--- src/rtl/mem_bist_ctrl.sv ---
// Built-in self-test initiator for a single-port memory: write 0s, read-check, write
// address pattern, read-check, with saturating error count and first-failure capture.
module mem_bist_ctrl #(
    parameter int ADDR_WIDTH   = 5,
    parameter int DATA_WIDTH   = 8,
    parameter int READ_LATENCY = 1,
    parameter int ERR_W        = 8
) (
    input  logic                  clk,
    input  logic                  rst_n,
    input  logic                  start,
    output logic                  read,
    output logic                  write,
    output logic [ADDR_WIDTH-1:0] addr,
    output logic [DATA_WIDTH-1:0] data_in,
    input  logic [DATA_WIDTH-1:0] data_out,
    output logic                  busy,
    output logic                  done,
    output logic                  pass,
    output logic [ERR_W-1:0]      err_count,
    output logic [ADDR_WIDTH-1:0] first_fail_addr,
    output logic [DATA_WIDTH-1:0] first_fail_data
);

    typedef enum logic [2:0] {
        S_IDLE,
        S_WR0,
        S_RD0,
        S_DRN0,
        S_WRA,
        S_RDA,
        S_DRN1,
        S_DONE
    } state_t;

    localparam logic [ADDR_WIDTH-1:0] ADDR_LAST = '1;
    localparam int                    LAT_W     = (READ_LATENCY > 1) ? $clog2(READ_LATENCY) : 1;
    localparam logic [LAT_W-1:0]      LAT_LAST  = LAT_W'(READ_LATENCY - 1);

    state_t                  state;
    state_t                  state_nx;
    logic [ADDR_WIDTH-1:0]   addr_nx;
    logic [LAT_W-1:0]        lat_cnt;
    logic [LAT_W-1:0]        lat_nx;
    logic                    start_accept;
    logic                    mismatch;
    logic                    sticky;

    // Compare pipeline: one stage per cycle of read latency, tail lines up with data_out.
    logic                    pipe_vld  [READ_LATENCY];
    logic [ADDR_WIDTH-1:0]   pipe_addr [READ_LATENCY];
    logic [DATA_WIDTH-1:0]   pipe_exp  [READ_LATENCY];

    function automatic logic [DATA_WIDTH-1:0] addr_pattern(input logic [ADDR_WIDTH-1:0] a);
        return DATA_WIDTH'(a);
    endfunction

    always_comb begin
        state_nx     = state;
        addr_nx      = addr;
        lat_nx       = lat_cnt;
        start_accept = 1'b0;
        unique case (state)
            S_IDLE, S_DONE: begin
                if (start) begin
                    start_accept = 1'b1;
                    state_nx     = S_WR0;
                    addr_nx      = '0;
                end
            end
            S_WR0, S_WRA: begin
                if (addr == ADDR_LAST) begin
                    state_nx = (state == S_WR0) ? S_RD0 : S_RDA;
                    addr_nx  = '0;
                end else begin
                    addr_nx = addr + ADDR_WIDTH'(1);
                end
            end
            S_RD0, S_RDA: begin
                if (addr == ADDR_LAST) begin
                    state_nx = (state == S_RD0) ? S_DRN0 : S_DRN1;
                    addr_nx  = '0;
                    lat_nx   = '0;
                end else begin
                    addr_nx = addr + ADDR_WIDTH'(1);
                end
            end
            S_DRN0, S_DRN1: begin
                if (lat_cnt == LAT_LAST) begin
                    state_nx = (state == S_DRN0) ? S_WRA : S_DONE;
                    lat_nx   = '0;
                end else begin
                    lat_nx = lat_cnt + LAT_W'(1);
                end
            end
            default: begin
                state_nx = S_IDLE;
                addr_nx  = '0;
                lat_nx   = '0;
            end
        endcase
    end

    always_comb begin
        mismatch = pipe_vld[READ_LATENCY-1] && (data_out != pipe_exp[READ_LATENCY-1]);
    end

    // Strobes are registered from the next state so they line up with the state register.
    always_ff @(posedge clk) begin
        if (!rst_n) begin
            state           <= S_IDLE;
            addr            <= '0;
            lat_cnt         <= '0;
            read            <= 1'b0;
            write           <= 1'b0;
            data_in         <= '0;
            busy            <= 1'b0;
            done            <= 1'b0;
            pass            <= 1'b0;
            err_count       <= '0;
            first_fail_addr <= '0;
            first_fail_data <= '0;
            sticky          <= 1'b0;
            for (int unsigned i = 0; i < READ_LATENCY; i++) begin
                pipe_vld[i]  <= 1'b0;
                pipe_addr[i] <= '0;
                pipe_exp[i]  <= '0;
            end
        end else begin
            state   <= state_nx;
            addr    <= addr_nx;
            lat_cnt <= lat_nx;
            write   <= (state_nx == S_WR0) || (state_nx == S_WRA);
            read    <= (state_nx == S_RD0) || (state_nx == S_RDA);
            data_in <= (state_nx == S_WRA) ? addr_pattern(addr_nx) : '0;
            busy    <= (state_nx != S_IDLE) && (state_nx != S_DONE);
            done    <= (state_nx == S_DONE);

            pipe_vld[0]  <= read;
            pipe_addr[0] <= addr;
            pipe_exp[0]  <= (state == S_RDA) ? addr_pattern(addr) : '0;
            for (int unsigned i = 1; i < READ_LATENCY; i++) begin
                pipe_vld[i]  <= pipe_vld[i-1];
                pipe_addr[i] <= pipe_addr[i-1];
                pipe_exp[i]  <= pipe_exp[i-1];
            end

            if (start_accept) begin
                err_count       <= '0;
                first_fail_addr <= '0;
                first_fail_data <= '0;
                sticky          <= 1'b0;
                pass            <= 1'b0;
            end else begin
                if (mismatch) begin
                    if (err_count != '1) begin
                        err_count <= err_count + ERR_W'(1);
                    end
                    if (!sticky) begin
                        first_fail_addr <= pipe_addr[READ_LATENCY-1];
                        first_fail_data <= data_out;
                    end
                    sticky <= 1'b1;
                end
                // The final drain compare lands on the same edge that enters DONE.
                pass <= (state_nx == S_DONE) && !(sticky || mismatch);
            end
        end
    end

endmodule
--- config.mk ---
export PLATFORM = sky130hd
export DESIGN_NAME = mem_bist_ctrl
export DESIGN_NICKNAME = d
export VERILOG_FILES = /design/src/rtl/mem_bist_ctrl.sv
export SDC_FILE = /design/constraint.sdc
export NUM_CORES = 1
export LEC_CHECK = 0
export CELL_PAD_IN_SITES_DETAIL_PLACEMENT = 1
export CELL_PAD_IN_SITES_GLOBAL_PLACEMENT = 1
export CORE_UTILIZATION = 35
export CTS_BUF_LIST = sky130_fd_sc_hd__clkbuf_2 sky130_fd_sc_hd__clkbuf_4 sky130_fd_sc_hd__clkbuf_8
export DETAILED_ROUTE_END_ITERATION = 10
export HOLD_SLACK_MARGIN = 0.1
export PLACE_DENSITY = 0.75
export SYNTH_ARGS = -nofsm -noshare
export SYNTH_HDL_FRONTEND = slang
export SYNTH_SLANG_ARGS = --single-unit
--- constraint.sdc ---
create_clock -name clk -period 3.87 [get_ports clk]
set_clock_uncertainty 0.05 [all_clocks]
set_input_delay 0.5805 -clock clk [delete_from_list [all_inputs] [get_ports clk]]
set_output_delay 0.5805 -clock clk [all_outputs]
set_load 0.1 [all_outputs]
==> run_results.csv, run 1 <==
group,metric,value,unit
status,status,"finished clean",
synth,netlist-cell-type-count,50,
placement,detailed_place_hpwl,4670,µm
floorplan,rows,31,
clock_tree,cts.root.buffer_cell,"clkbuf_8",
timing,worstMarginPinSlew,0.989,ns
synth,synth_sequential_area_ratio,39.4,%
clock_tree,clkSlewWorstSetupHoldPaths,0.10,ns
synth,async_reset_ff_share,0,%
detailed_routing,antenna_nets_post_route,0,
timing,slew_violations,0,
power_and_ir_drop,totalPowerFinal,0.00102,W
flow_run,cap_violations,0,
clock_tree,tritoncts,"done",
setup_path,end_kind,"output port",
detailed_routing,route.vias.total,2250,
power_and_ir_drop,power.density_cell_area,323,nW/µm²
power_and_ir_drop,p_leak,1.06,nW
power_and_ir_drop,vdd_ir_max,0.168,mV
setup_path,cp_data_arrival_time,2.00,ns
final_layout,area_growth,21.5,%
synth,synth_ff_type,"dfxtp_1",
clock_tree,clock_sink_count,51,
floorplan,floorplan.die.height,88.1,µm
clock_tree,max-clock-path-buffers,2,
synth,netlist.top_cell.by_area,"dfxtp_1",
detailed_routing,detailedRoute.firstIterationViolations,136,
clock_tree,clock_latency,0.30,ns
global_route,vias_in_the_first_global_route,2254,
clock_tree,postCtsSetupBuffers,0,
synth,synth.ff_latch_count,51,
detailed_routing,detail_route.vias_per_cell,5.34,
timing,final_cycle_utilization_of_the_critical_path,68.1,%
global_route,globalRouteOverflowTotal,0,
synth,synth.avg_cell_area,9.01,µm²
setup_path,path_buf_inv,1,
timing,unrepaired_setup_endpoints_after_global_routing,"false",
floorplan,num_io_pins,50,
detailed_routing,remaining_drc_errors,0,
setup_path,path_type_of_the_worst_setup_path,"register to output port",
global_route,pin_count_of_the_biggest_net_entering_global_routing,35,
setup_path,cp_data_required_time,3.24,ns
final_layout,filler_cell_count,873,
clock_tree,cts_made_buffers,5,
final_layout,area.sequential,1020,µm²
timing,finalHoldViolations,0,
timing,accumulated_negative_setup_slack,0,ns
setup_path,crit_path_max_incr_delay,1.20,ns
synth,synth_largest_type_area_fraction,39.4,%
placement,port_buffers,46,
final_layout,multi_input_area,1400,µm²
clock_tree,cts_hold_buf,0,
global_route,groute.usage.overall,18.3,%
setup_path,timing.critical_path.from_type,"register",
floorplan,die_w,88.1,µm
synth,synthCells,288,
hold_path,holdCritPathClass,"register to register",
final_layout,fin_nets,336,
synth,synth_top_cells_by_count,"dfxtp_1, nand3_1, and2_1, nand2_1, nor2_1",
clock_tree,ctsResizeCount,0,
detailed_routing,routed_wire_length_per_instance,15.9,µm
synth,yosys_warnings,0,
synth,synth_edf_count,0,
final_layout,drive_above_1_share,9.94,%
timing,slew_headroom,33.9,%
setup_path,cp_cell_sequence,"clkdlybuf4s50_1",
placement,dp_slack,1.33,ns
setup_path,cp_max_fo,7,
setup_path,worst_path_dominant_cell_family,"buffers and inverters",
placement,gpl.final_weighted_congestion,0.766,
floorplan,floorplan.die_area,7760,µm²
final_layout,diodes,0,
global_route,antenna_found_initial,0,
floorplan,core_region_area,7210,µm²
setup_path,slowest_cell_on_the_critical_path,"clkdlybuf4s50_1",
synth,netlist_area,2590,µm²
detailed_routing,drt-pass1-iter-count,4,
detailed_routing,routed_wl,6680,µm
floorplan,initial_utilization,36.0,%
clock_tree,h-tree-depth,2,
timing,timing.final.setup_violations,0,
timing,timing.final.crit_period,2.63,ns
timing,final_critical_path_setup_slack,1.24,ns
timing,max_freq,380,MHz
global_route,global_route_wire_length_before_repair,11100,µm
synth,synth_most_common_cell,"dfxtp_1",
synth,synth_top_area_cells,"dfxtp_1, nand3_1, a22oi_2, and2_1, mux2i_1",
==> where the power goes <==
group | leakage (nW) | internal (W) | total, W | switching, W
Clock | 0.0474 | 0.000147 | 0.000334 | 0.000188
Combinational | 0.604 | 0.0000398 | 0.000140 | 0.0000999
Sequential | 0.412 | 0.000532 | 0.000544 | 0.0000117
==> cells by family after synthesis <==
kind of cell	share of synthesized area, %
AOI/OAI and AO/OA	18.2
and+or+nand+nor	27.7
adders and majority gates	1.93
muxes	3.47
buffers and inverters	6.85
xor gates and xnor gates	2.36
DFF	39.4
other	0.145
==> metrics by stage <==
step / hold WS [ns] / cells / area (µm²) / util, %
6_report: 0.428 / 421 / 3150 / 43.7
5_1_grt: 0.451 / 421 / 3150 / 43.7
4_1_cts: 0.431 / 421 / 3150 / 43.7
3_5_place_dp: 0.412 / 413 / 3050 / 42.3
3_3_place_gp: 0.410 / 413 / 3050 / 42.3
2_1_floorplan: 0.390 / 290 / 2600 / -
==> final timing paths <==
kind | slack, ns | start | end | depth (start not counted)
max reg2reg | 1.53 | addr[0] | data_in[3] | 7
max | 1.24 | addr[0] | addr[0] | 1
min | 0.43 | sticky | pass | 1
min reg2reg | 0.43 | sticky | pass | 1
==> sequential cells by signal, summed over array words and instances (netlist names) <==
signal,count
busy,1
first_fail_data,8
read,1
pipe_addr,5
pipe_exp,5
addr,5
done,1
state,3
data_in,5
sticky,1
pipe_vld,1
err_count,8
write,1
pass,1
first_fail_addr,5
==> cell type report <==
class                      count  share of cell area (%)
timing repair buffer          48                    15.1
sequential                    51                    32.4
multi-input combinational    207                    44.5
clock buffer                   6                    2.62
inverter                       8                   0.953
tap                           99                    3.93
clock inverter                 2                   0.516
==> layout by cell type (no fill, tap or decap), types with 2 or more instances in the layout <==
cell type,count
nor3b_1,3
nand4_1,5
nor2_1,12
buf_4,2
nand2_1,20
a32oi_1,3
ha_1,4
nand2b_1,6
nor4b_2,2
a21oi_1,11
o21ai_0,3
and2_1,20
mux2i_1,9
inv_1,7
and4_1,2
o22ai_1,2
and3_1,7
xnor2_1,5
clkdlybuf4s50_1,46
a211oi_1,6
xor2_1,2
nand3_1,27
a22oi_2,10
nor2b_1,3
dfxtp_1,51
a22oi_1,2
a31oi_1,10
nand3b_1,7
conb_1,3
o21ai_1,6
clkbuf_8,6
==> worst register-to-register path: stages (launching register included) <==
cell and delay (ns):
dfxtp_1 0.51, ha_1 0.25, and3_1 0.19, ha_1 0.26, nand4bb_1 0.15, o21ai_1 0.08, a22oi_1 0.51, and2b_1 0.25
==> per-layer routing <==
layer / share of wire (%) / global-route usage (%) / routed length (µm) / vias to the layer above
met5: 0 / 0 / 0 / -
met4: 1.1 / 4.84 / 74 / 0
met3: 2.9 / 3.20 / 197 / 8
met2: 48 / 30.8 / 3210 / 41
met1: 48 / 24.2 / 3210 / 1114
li1: - / - / - / 1087
Note: power is estimated with default switching activity, not from simulation.
==> inputs of run 2 (changes only) <==
- clock period: 3.87 -> 2.5 ns (I/O delays scaled with it)
==> run 2 against run 1 <==
  * Clock-buffer cell count is 2 higher
  * Wire length is 2.5% lower
  * Via count is 0.58% lower
  * Highest routed layer unchanged
==> run_results.csv, run 2 (same netlist as run 1, synthesis figures left out) <==
group,metric,value,unit
status,status,"finished clean",
final_layout,most_frequent_standard_cell_in_the_layout_excluding_fill_and_tap_cells,"dfxtp_1",
hold_path,holdCritPathClass,"register to register",
placement,port_buffers,46,
setup_path,end_kind,"register",
detailed_routing,drt-pass1-iter-count,4,
final_layout,layout.cell_area.non_filler,3120,µm²
clock_tree,tritoncts,"done",
setup_path,worst_r2r_startpoint,"addr[0]",
clock_tree,ctsResizeCount,0,
detailed_routing,remaining_drc_errors,0,
clock_tree,cts.root.buffer_cell,"clkbuf_8",
setup_path,worst_r2r_path_depth,8,
timing,final_cycle_utilization_of_the_critical_path,80.7,%
detailed_routing,detail_route.vias_per_cell,5.23,
floorplan,floorplan.die_area,7760,µm²
clock_tree,cts_made_buffers,5,
floorplan,core_region_area,7210,µm²
final_layout,drive_above_1_share,23.4,%
timing,timing.final.crit_period,2.02,ns
detailed_routing,detailedRoute.firstIterationViolations,54,
final_layout,fin_nets,343,
detailed_routing,route.vias.total,2237,
setup_path,crit_path_start,"addr[0]",
detailed_routing,routed_wl,6510,µm
global_route,groute.usage.overall,17.8,%
clock_tree,clock_sink_count,51,
clock_tree,clock_latency,0.31,ns
setup_path,reg2reg_slack,0.48,ns
power_and_ir_drop,vdd_ir_max,0.210,mV
clock_tree,cts_hold_buf,0,
final_layout,filler_cell_count,863,
flow_run,cap_violations,0,
clock_tree,clkSlewWorstSetupHoldPaths,0.09,ns
final_layout,layout_common_cells,"dfxtp_1, buf_4, nand3_1, and2_1, nand2_1",
final_layout,diodes,0,
timing,finalHoldViolations,0,
timing,max_freq,496,MHz
setup_path,regToRegEndpoint,"data_in[3]",
setup_path,worst_setup_path_endpoint,"data_in[3]",
floorplan,die_w,88.1,µm
floorplan,floorplan.die.height,88.1,µm
final_layout,post-route-util,43.3,%
setup_path,timing.critical_path.from_type,"register",
global_route,global_route_wire_length_before_repair,10700,µm
detailed_routing,antenna_nets_post_route,0,
timing,slew_headroom,53.3,%
setup_path,path_type_of_the_worst_setup_path,"register to register",
power_and_ir_drop,power.density_cell_area,510,nW/µm²
setup_path,cp_data_required_time,2.70,ns
placement,detailed_place_hpwl,4700,µm
placement,gpl.final_weighted_congestion,0.748,
floorplan,num_io_pins,50,
global_route,pin_count_of_the_biggest_net_entering_global_routing,35,
global_route,globalRouteOverflowTotal,0,
placement,placedInstanceArea,3020,µm²
setup_path,cp_data_arrival_time,2.22,ns
setup_path,cp_max_fo,10,
floorplan,initial_utilization,36.0,%
timing,unrepaired_setup_endpoints_after_global_routing,"false",
timing,slew_violations,0,
timing,timing.final.setup_violations,0,
power_and_ir_drop,p_leak,1.18,nW
timing,worstMarginPinSlew,0.699,ns
global_route,vias_in_the_first_global_route,2191,
clock_tree,max-clock-path-buffers,2,
floorplan,rows,31,
final_layout,area_growth,20.4,%
detailed_routing,routed_wire_length_per_instance,15.2,µm
clock_tree,h-tree-depth,2,
clock_tree,postCtsSetupBuffers,0,
final_layout,biggestRegsByFlops,"err_count (8), first_fail_data (8)",
global_route,antenna_found_initial,0,
timing,accumulated_negative_setup_slack,0,ns
## run 2: cell count changes in the layout (fill, tap and decap cells not counted), sizes merged
cell           before  now
buf                 2   45
clkdlybuf4s50      46   10
clkbuf              6    8
clkinv              1    0
clkinvlp            1    0
## run 2: how the worst min path moves through the flow
stage                                   from                  to  slack, ns  cells after the start
after detailed placement              sticky                pass       0.42                      1
final                                 sticky                pass       0.43                      1
after CTS                 first_fail_data[7]  first_fail_data[7]       0.44                      2
after floorplan                       sticky                pass       0.39                      1
after global placement                  read         pipe_vld[0]       0.40                      1
after global routing                    read         pipe_vld[0]       0.45                      1
## run 2: metrics by stage
stage	std cells	setup slack (ns)	total power, W	hold slack (ns)
6_report	428	0.482	0.00159	0.426
5_1_grt	428	0.361	0.00167	0.451
4_1_cts	428	0.460	0.00161	0.436
3_5_place_dp	420	0.204	0.00108	0.421
3_3_place_gp	420	0.290	0.00107	0.397
2_1_floorplan	290	0.0240	0.00102	0.390
## run 2: area by class of cell
cell class | count | area (µm²) | area share, %
multi-input cells | 207 | 1400 | 44.9
flip-flops and latches | 51 | 1020 | 32.8
repair buffers | 55 | 438 | 14.0
well taps | 99 | 124 | 3.97
clock buffers | 8 | 104 | 3.33
inverters | 8 | 30.0 | 0.962
## run 2: worst max-delay path, stage by stage, from the launching register on
cell and delay, ns:
dfxtp_2 0.40, ha_1 0.21, and3_1 0.20, ha_1 0.37, nand4bb_1 0.14, o21ai_1 0.11, a22oi_1 0.10, buf_4 0.20
and2b_1 0.18
## run 2: metal layers
layer  wire length, µm  track usage [%]  part of all wire [%]  vias to the layer above
met5                 0                0                     0                        -
li1                  -                -                     -                     1104
met3               223             3.68                   3.4                        7
met4                70             5.13                   1.1                        0
met1              3170             23.5                    49                     1085
met2              3050             29.2                    47                       41
## run 2: where the power goes
part	switching, W	internal (W)	leakage (nW)
Combinational	0.000156	0.0000609	0.712
Sequential	0.0000171	0.000824	0.413
Clock	0.000271	0.000264	0.0549
Total	0.000444	0.00115	1.18
